## config.mk

```make
export PLATFORM = sky130hd
export DESIGN_NAME = rails_dispatcher
export DESIGN_NICKNAME = d
export VERILOG_FILES = /design/src/rtl/rails_dispatcher.sv
export SDC_FILE = /design/constraint.sdc
export NUM_CORES = 1
export LEC_CHECK = 0
export BUFFER_PORTS_ARGS = -buffer_cell sky130_fd_sc_hd__buf_4
export CORE_ASPECT_RATIO = 1.2
export CORE_MARGIN = 8
export CORE_UTILIZATION = 45
export CTS_BUF_LIST = sky130_fd_sc_hd__clkbuf_8
export DETAILED_ROUTE_END_ITERATION = 7
export MAX_ROUTING_LAYER = met4
export SLEW_MARGIN = 5
export SYNTH_ARGS = -nofsm -noshare
export SYNTH_HDL_FRONTEND = slang
export SYNTH_SLANG_ARGS = --single-unit
```

## constraint.sdc

```tcl
create_clock -name clk -period 3.6 [get_ports clk]
set_input_delay 0.36 -clock clk [delete_from_list [all_inputs] [get_ports clk]]
set_output_delay 0.36 -clock clk [all_outputs]
set_load 0.02 [all_outputs]
```

## src/rtl/rails_dispatcher.sv

```systemverilog
// rails_dispatcher: runs station push/pop ops on a car stack, then sends the departure count and departure order.
// Optional macro RAILS_DISPATCHER_ERR_EN: illegal ops or a non-empty stack abort the sequence with an err pulse.
module rails_dispatcher #(
    parameter int MAX_CARS = 10
) (
    input  logic       clk,
    input  logic       reset,
    input  logic       op_valid,
    input  logic       op_push,
    input  logic       op_last,
    output logic       op_ready,
    output logic       num_valid,
    output logic [3:0] number,
    output logic       data_valid,
    output logic [3:0] data,
    output logic       busy,
    output logic       err
);
    typedef enum logic [2:0] {
        S_COLLECT   = 3'd0,
        S_FLUSH     = 3'd1,
        S_SEND_NUM  = 3'd2,
        S_SEND_DATA = 3'd3,
        S_ABORT     = 3'd4,
        S_CLEAR     = 3'd5
    } state_t;

    // next_id carries one extra bit so MAX_CARS+1 stays representable when MAX_CARS = 15
    localparam logic [4:0] ID_LIMIT = 5'(MAX_CARS + 1);

    state_t     state_q;
    logic [3:0] stack_q [MAX_CARS];
    logic [3:0] dep_q   [MAX_CARS];
    logic [3:0] sp_q;
    logic [3:0] dcnt_q;
    logic [3:0] k_q;
    logic [4:0] next_id_q;
    logic       num_valid_q;
    logic [3:0] number_q;
    logic       data_valid_q;
    logic [3:0] data_q;
`ifdef RAILS_DISPATCHER_ERR_EN
    logic       bad_q;
    logic       bad_d;
    logic       illegal;
    logic       err_q;
`endif

    logic       accept;
    logic       push_ok;
    logic       pop_ok;
    logic [3:0] top_idx;
    logic [3:0] top_car;
    logic [3:0] sp_d;
    logic [3:0] dcnt_d;

    always_comb begin
        accept  = op_valid && (state_q == S_COLLECT);
        push_ok = op_push && (next_id_q != ID_LIMIT);
        pop_ok  = !op_push && (sp_q != 4'd0);
        top_idx = (sp_q == 4'd0) ? 4'd0 : sp_q - 4'd1;
        top_car = stack_q[top_idx];
        sp_d    = sp_q;
        dcnt_d  = dcnt_q;
        if (accept && push_ok) begin
            sp_d = sp_q + 4'd1;
        end else if (accept && pop_ok) begin
            sp_d   = sp_q - 4'd1;
            dcnt_d = dcnt_q + 4'd1;
        end
`ifdef RAILS_DISPATCHER_ERR_EN
        illegal = accept && !push_ok && !pop_ok;
        bad_d   = bad_q | illegal;
`endif
    end

    always_ff @(posedge clk) begin
        if (!reset) begin
            state_q      <= S_COLLECT;
            sp_q         <= 4'd0;
            dcnt_q       <= 4'd0;
            k_q          <= 4'd0;
            next_id_q    <= 5'd1;
            num_valid_q  <= 1'b0;
            number_q     <= 4'd0;
            data_valid_q <= 1'b0;
            data_q       <= 4'd0;
`ifdef RAILS_DISPATCHER_ERR_EN
            bad_q        <= 1'b0;
            err_q        <= 1'b0;
`endif
            for (int i = 0; i < MAX_CARS; i++) begin
                stack_q[i] <= 4'd0;
                dep_q[i]   <= 4'd0;
            end
        end else begin
            num_valid_q  <= 1'b0;
            number_q     <= 4'd0;
            data_valid_q <= 1'b0;
            data_q       <= 4'd0;
`ifdef RAILS_DISPATCHER_ERR_EN
            err_q        <= 1'b0;
`endif
            case (state_q)
                S_COLLECT: begin
                    if (accept) begin
                        // illegal ops fall through both branches and leave the stack untouched
                        if (push_ok) begin
                            stack_q[sp_q] <= next_id_q[3:0];
                            next_id_q     <= next_id_q + 5'd1;
                        end else if (pop_ok) begin
                            dep_q[dcnt_q] <= top_car;
                        end
                        sp_q   <= sp_d;
                        dcnt_q <= dcnt_d;
`ifdef RAILS_DISPATCHER_ERR_EN
                        bad_q  <= bad_d;
                        if (op_last) begin
                            state_q <= (bad_d || (sp_d != 4'd0)) ? S_ABORT : S_SEND_NUM;
                        end
`else
                        if (op_last) begin
                            state_q <= (sp_d != 4'd0) ? S_FLUSH : S_SEND_NUM;
                        end
`endif
                    end
                end
                S_FLUSH: begin
                    if (sp_q != 4'd0) begin
                        dep_q[dcnt_q] <= top_car;
                        sp_q          <= sp_q - 4'd1;
                        dcnt_q        <= dcnt_q + 4'd1;
                    end
                    if (sp_q <= 4'd1) begin
                        state_q <= S_SEND_NUM;
                    end
                end
                S_SEND_NUM: begin
                    num_valid_q <= 1'b1;
                    number_q    <= dcnt_q;
                    k_q         <= 4'd0;
                    state_q     <= (dcnt_q != 4'd0) ? S_SEND_DATA : S_CLEAR;
                end
                S_SEND_DATA: begin
                    data_valid_q <= 1'b1;
                    data_q       <= dep_q[k_q];
                    k_q          <= k_q + 4'd1;
                    if (k_q == dcnt_q - 4'd1) begin
                        state_q <= S_CLEAR;
                    end
                end
                S_ABORT: begin
`ifdef RAILS_DISPATCHER_ERR_EN
                    err_q <= 1'b1;
`endif
                    state_q <= S_CLEAR;
                end
                S_CLEAR: begin
                    sp_q      <= 4'd0;
                    dcnt_q    <= 4'd0;
                    k_q       <= 4'd0;
                    next_id_q <= 5'd1;
`ifdef RAILS_DISPATCHER_ERR_EN
                    bad_q     <= 1'b0;
`endif
                    for (int i = 0; i < MAX_CARS; i++) begin
                        stack_q[i] <= 4'd0;
                        dep_q[i]   <= 4'd0;
                    end
                    state_q <= S_COLLECT;
                end
                default: begin
                    state_q <= S_COLLECT;
                end
            endcase
        end
    end

    assign op_ready   = (state_q == S_COLLECT);
    assign busy       = (state_q != S_COLLECT);
    assign num_valid  = num_valid_q;
    assign number     = number_q;
    assign data_valid = data_valid_q;
    assign data       = data_q;
`ifdef RAILS_DISPATCHER_ERR_EN
    assign err        = err_q;
`else
    assign err        = 1'b0;
`endif

endmodule

```

==> results.py, run 1 <==
metrics = {
    "run_status": {
        "status": "finished clean",
    },
    "worst_setup_path": {
        "cp-start-kind": "flip-flop",
        "worst_r2r_endpoint": "dep_q[11][0]",
        "critPathMaxFanout": 11,
        "crit_path_end_kind": "flip-flop",
        "crit_arrival_ps": 3390,
        "r2r_cells": 7,
        "path_class": "reg2reg",
        "ff2ff_setup_slack_ps": 350,
        "required_ps": 3730,
        "reg2reg_from": "sp_q[1]",
    },
    "clocking": {
        "postCtsSetupBuffers": 0,
        "clk_latency_ps": 450,
        "cts_root_buf": "clkbuf_8",
        "cts_buffers": 17,
        "clockBufferDepth": 2,
        "cts_sinks": 158,
        "h-tree-depth": 4,
        "clkTransAtPathRegs_ps": 80,
        "tritoncts": "done",
        "ctsHoldBuffers": 0,
    },
    "logic_synthesis": {
        "synth.most_common_cell": "edfxtp_1",
        "synth_flop_cell": "edfxtp_1",
        "async_flop_share_pct": 0,
        "syn_avg_cell_area_sq_um": 11.9,
        "synth_cells": 641,
        "synth_nets": 657,
        "ys_top_cells_by_count": "edfxtp_1 (128), nor2_1 (73), nand2_1 (58)",
        "yosysTopAreaCell": "edfxtp_1",
        "syn-cell-area_sq_mm": 0.00766,
        "netlist_top_cells_area": "edfxtp_1 (50%), dfxtp_1 (7.8%), mux4_2 (6.8%), nor2_1 (3.6%), and3_1 (3.3%)",
        "synth.top_cell.area_share_pct": 50.2,
        "ys_ff_latch": 158,
        "ys_seq_area_share_pct": 58.0,
        "synth_edf_count": 128,
        "yosys_warnings": 0,
        "synth_cell_type_count": 63,
    },
    "routing": {
        "vias_per_cell": 5.68,
        "drc": 0,
        "firstDrtPassIters": 5,
        "wl_per_cell_microns": 19.7,
        "drt_iter0_markers": 389,
        "vias": 4954,
        "ant_nets": 0,
        "wirelength_mm": 17.2,
    },
    "sta": {
        "hold_viol_final": 0,
        "finalCriticalPeriod_ps": 3250,
        "max_freq_mhz": 308,
        "rsz0062_at_grt": "no",
        "hold_ws_ps": 219,
        "setup_violations": 0,
        "worstMarginPinSlew_ps": 899,
        "slew_headroom_pct": 40.0,
        "finalClockSkew_ps": 11.3,
        "finalCritPeriodShare_pct": 90.3,
        "fin_tns_setup_ps": 0,
        "maxSlewViolCount": 0,
    },
    "place": {
        "gp_congestion": 0.886,
        "dpl.hpwl_mm": 12.4,
        "io_buffers": 16,
    },
    "floorplanning": {
        "dieWidth_microns": 135,
        "io_pins": 18,
        "core_area_sq_mm": 0.0168,
        "num_rows": 52,
        "die_h_microns": 159,
        "die-area_sq_mm": 0.0215,
        "initial_core_util_pct": 45.6,
    },
    "cells_and_area": {
        "fillers": 1521,
        "drive_gt1_share_pct": 15.4,
        "final_util_pct": 49.5,
        "antennaDiodeCount": 0,
        "num-nets-final": 659,
        "syn_to_final_growth_pct": 8.53,
    },
    "power": {
        "total_leakage_power_uw": 0.00310,
        "power_uw": 6000,
        "power.density_mw_per_mm2": 722,
        "ir_worst_vdd_mv": 0.328,
    },
    "worst_hold_path": {
        "min-delay-start": "reset",
        "min_path_cells": 2,
        "min_to": "sp_q[3]",
        "hp-class": "in2reg",
    },
    "global_route": {
        "grt_max_degree": 37,
        "grt.overflow.total": 0,
        "grt_antenna_before_repair": 0,
        "grt_pass1_wl_mm": 27.2,
        "grt_usage_pct": 16.9,
        "grt_pass1_vias": 4989,
    },
    "flow_run": {
        "cap_violations": 0,
    },
}
[metal layers]
metal,vias to the layer above,global-route usage (%),part of all wire (%)
met5,-,-,0
met4,0,7.99,3.0
met3,35,2.81,3.6
met2,134,29.1,54
met1,2430,18.5,40
li1,2355,-,-
[timing repair]
action / in CTS / in global routing
gates resized for setup: 0 / 1
endpoints found under the hold margin: 0 / 0
endpoints found under the setup margin: 0 / 6
[power by group]
part           total (uW)  internal (uW)  switching [uW]
registers            2400           2260             139
logic                2380            846            1540
clock network        1220            573             643
[sequential cells by signal, summed over array words and instances, names as in the netlist]
name        count
dep_q          64
stack_q        64
next_id_q       5
data            4
dcnt_q          4
k_q             4
number          4
sp_q            4
state_q         3
data_valid      1
num_valid       1
[cells by family (layout without fill, tap and decap cells)]
family / count (synthesis) / in the layout / share of synthesized area [%]
DFF: 158 / 158 / 58.0
and+or+nand+nor: 269 / 269 / 18.4
buffers and inverters: 63 / 78 / 3.63
AOI/OAI and AO/OA: 90 / 90 / 7.94
other: 1 / 1 / 0.0490
xor gates and xnor gates: 15 / 15 / 1.91
muxes: 34 / 34 / 8.22
adders and majority gates: 11 / 11 / 1.80
[through the flow]
| step | cells | setup WS (ps) | instance area, sq um |
|---|---|---|---|
| 2_1_floorplan | 641 | 867 | 7660 |
| 3_3_place_gp | 840 | 396 | 7940 |
| 3_5_place_dp | 840 | 208 | 7940 |
| 4_1_cts | 872 | 194 | 8310 |
| 5_1_grt | 872 | 48.8 | 8310 |
| 6_report | 872 | 348 | 8310 |
[worst max path at each step]
stage,endpoint,start,slack (ps)
2_1_floorplan,dep_q[10][1],sp_q[0],870
6_report,dep_q[11][0],sp_q[1],350
5_1_grt,dep_q[11][0],sp_q[1],50
4_1_cts,dep_q[10][1],sp_q[1],190
3_5_place_dp,dep_q[14][1],sp_q[1],210
3_3_place_gp,dep_q[12][1],sp_q[1],400
[cell type report]
class                   instances  area (sq um)  area share [%]
repair buffers                 31           233            2.80
clock inverters                13           103            1.23
flip-flops and latches        158          4440            53.5
clock buffers                  19           262            3.15
well taps                     216           270            3.25
multi-input cells             420          2940            35.4
inverters                      15          56.3           0.677
[layout by cell type, fill, tap and decap left out, types with 12 or more instances in the layout]
cell type  count
nor2_1        73
inv_1         16
a21oi_1       22
and2_1        22
nor3_1        12
dfxtp_1       30
mux4_2        23
clkbuf_8      19
buf_4         31
edfxtp_1     128
and3_1        41
o21ai_0       14
nand2_1       58
nor2b_1       15
[worst max-delay path, cell delays in order (launching register included)]
cell and delay, ps:
dfxtp_1 450, inv_1 120, ha_1 310, xor2_1 470, mux4_2 560, o21a_1 180
o21ai_1 590, inv_1 260
Power figures use the tool's default switching activity.
==> run 2: changes to the inputs <==
Settings changed: CORE_UTILIZATION 45 to 55, PLACE_DENSITY set to 0.71.
==> results.py, run 2 (synthesized netlist as in run 1, its figures left out) <==
metrics = {
    "cells_and_area": {
        "layout_common_cells": "edfxtp_1 (128), nor2_1 (73), nand2_1 (58), and3_1 (41), dfxtp_1 (30)",
        "syn_to_final_growth_pct": 8.48,
        "final_common_cell": "edfxtp_1",
        "top_regs": "dep_q x64, stack_q x64, next_id_q x5",
        "antennaDiodeCount": 0,
        "num-nets-final": 655,
        "final_cells": 823,
        "drive_gt1_share_pct": 14.9,
    },
    "global_route": {
        "grt_antenna_before_repair": 0,
        "grt_pass1_wl_mm": 26.7,
        "grt.overflow.total": 0,
        "grt_pass1_vias": 4978,
        "grt_max_degree": 37,
        "grt_usage_pct": 20.1,
    },
    "power": {
        "total_leakage_power_uw": 0.00312,
        "p_clk_share_pct": 23.6,
        "ir_worst_vdd_mv": 0.430,
        "combPwrFrac_pct": 37.8,
        "power_frac_seq_pct": 38.7,
        "internal_power_uw": 3930,
        "switchingPower_uw": 2320,
        "power.density_mw_per_mm2": 753,
        "switching_share_pct": 37.1,
    },
    "sta": {
        "hold_ws_ps": 215,
        "fin_tns_setup_ps": 0,
        "hold_viol_final": 0,
        "worstMarginPinSlew_ps": 847,
        "finalClockSkew_ps": 12.9,
        "rsz0062_at_grt": "no",
        "max_freq_mhz": 299,
        "slew_headroom_pct": 43.5,
        "finalCritPeriodShare_pct": 93.0,
        "finalCriticalPeriod_ps": 3350,
        "setup_violations": 0,
        "maxSlewViolCount": 0,
    },
    "routing": {
        "vias_per_cell": 6.06,
        "wl_per_cell_microns": 20.1,
        "ant_nets": 0,
        "firstDrtPassIters": 5,
        "vias": 4989,
        "drt_iter0_markers": 464,
        "wirelength_mm": 16.5,
        "drc": 0,
    },
    "clocking": {
        "clockBufferDepth": 2,
        "cts.repair.resized": 0,
        "ctsHoldBuffers": 0,
        "clkTransAtPathRegs_ps": 80,
        "h-tree-depth": 4,
        "cts_root_buf": "clkbuf_8",
        "clk_latency_ps": 450,
        "cts_sinks": 158,
        "tritoncts": "done",
        "cts_buffers": 17,
        "postCtsSetupBuffers": 0,
    },
    "worst_hold_path": {
        "hp-class": "in2reg",
    },
    "worst_setup_path": {
        "cp-start-kind": "flip-flop",
        "crit_arrival_ps": 3540,
        "crit_path_end_kind": "flip-flop",
        "path_class": "reg2reg",
        "critPathMaxFanout": 15,
        "required_ps": 3790,
    },
    "run_status": {
        "status": "finished clean",
    },
    "floorplanning": {
        "dieWidth_microns": 124,
        "initial_core_util_pct": 55.9,
        "core_area_sq_mm": 0.0137,
        "die-area_sq_mm": 0.0180,
        "num_rows": 47,
        "die_h_microns": 145,
        "io_pins": 18,
    },
    "flow_run": {
        "cap_violations": 0,
    },
    "place": {
        "dpl.hpwl_mm": 12.0,
        "dp.cells": 791,
        "io_buffers": 16,
        "gp_congestion": 0.937,
    },
}
## run 2: cell count changes in the layout (fill, tap and decap cells not counted), sizes merged
cell and delta:
buf -4, clkbuf -2, inv -2, clkinv +2
bufinv +4, clkinvlp -2
## run 2: area by class of cell
| type | instances | area (sq um) |
|---|---|---|
| timing repair buffer | 27 | 203 |
| tap | 171 | 214 |
| clock inverter | 15 | 216 |
| clock buffer | 17 | 234 |
| fill | 1089 | 5390 |
| inverter | 15 | 56.3 |
| multi-input combinational | 420 | 2940 |
| sequential | 158 | 4440 |
## run 2: power by group through the flow
stage	logic, uW	clock network (uW)	registers (uW)
floorplan	1800	0	2360
global placement	2280	0	2450
detailed placement	2350	0	2460
CTS	2360	1490	2420
global route	2580	1570	2440
finish	2360	1470	2420
## run 2: worst max-delay path, cell delays in order, from the launching register on
cell and delay, ps:
dfxtp_1 450, inv_1 120, ha_1 530, inv_1 320
a2111oi_0 640, a2111oi_0 190, a311o_1 390, o21ai_1 100
buf_4 210, inv_1 120
## run 2: stage by stage
step	instance area [sq um]	setup slack [ps]	total power, uW	util [%]
final	8310	252	6250	60.6
after global routing	8310	117	6590	60.6
after CTS	8310	375	6270	60.6
after detailed placement	7860	391	4810	57.3
after global placement	7860	490	4730	57.3
after floorplan	7660	867	4160	-
## run 2: path summary, 6_finish.rpt
path	from	end	slack, ps	cells after the start
max reg2reg	sp_q[1]	dep_q[14][0]	250	9
min	reset	sp_q[3]	220	2
min reg2reg	next_id_q[4]	next_id_q[4]	520	2
max	sp_q[1]	dep_q[14][0]	250	9
## run 2: routing by layer
layer	global-route usage, %	vias up	share of wire [%]
met1	23.3	2467	40
met2	33.7	140	54
li1	-	2352	-
met4	8.09	0	2.4
met3	3.38	30	4.0
met5	-	-	0
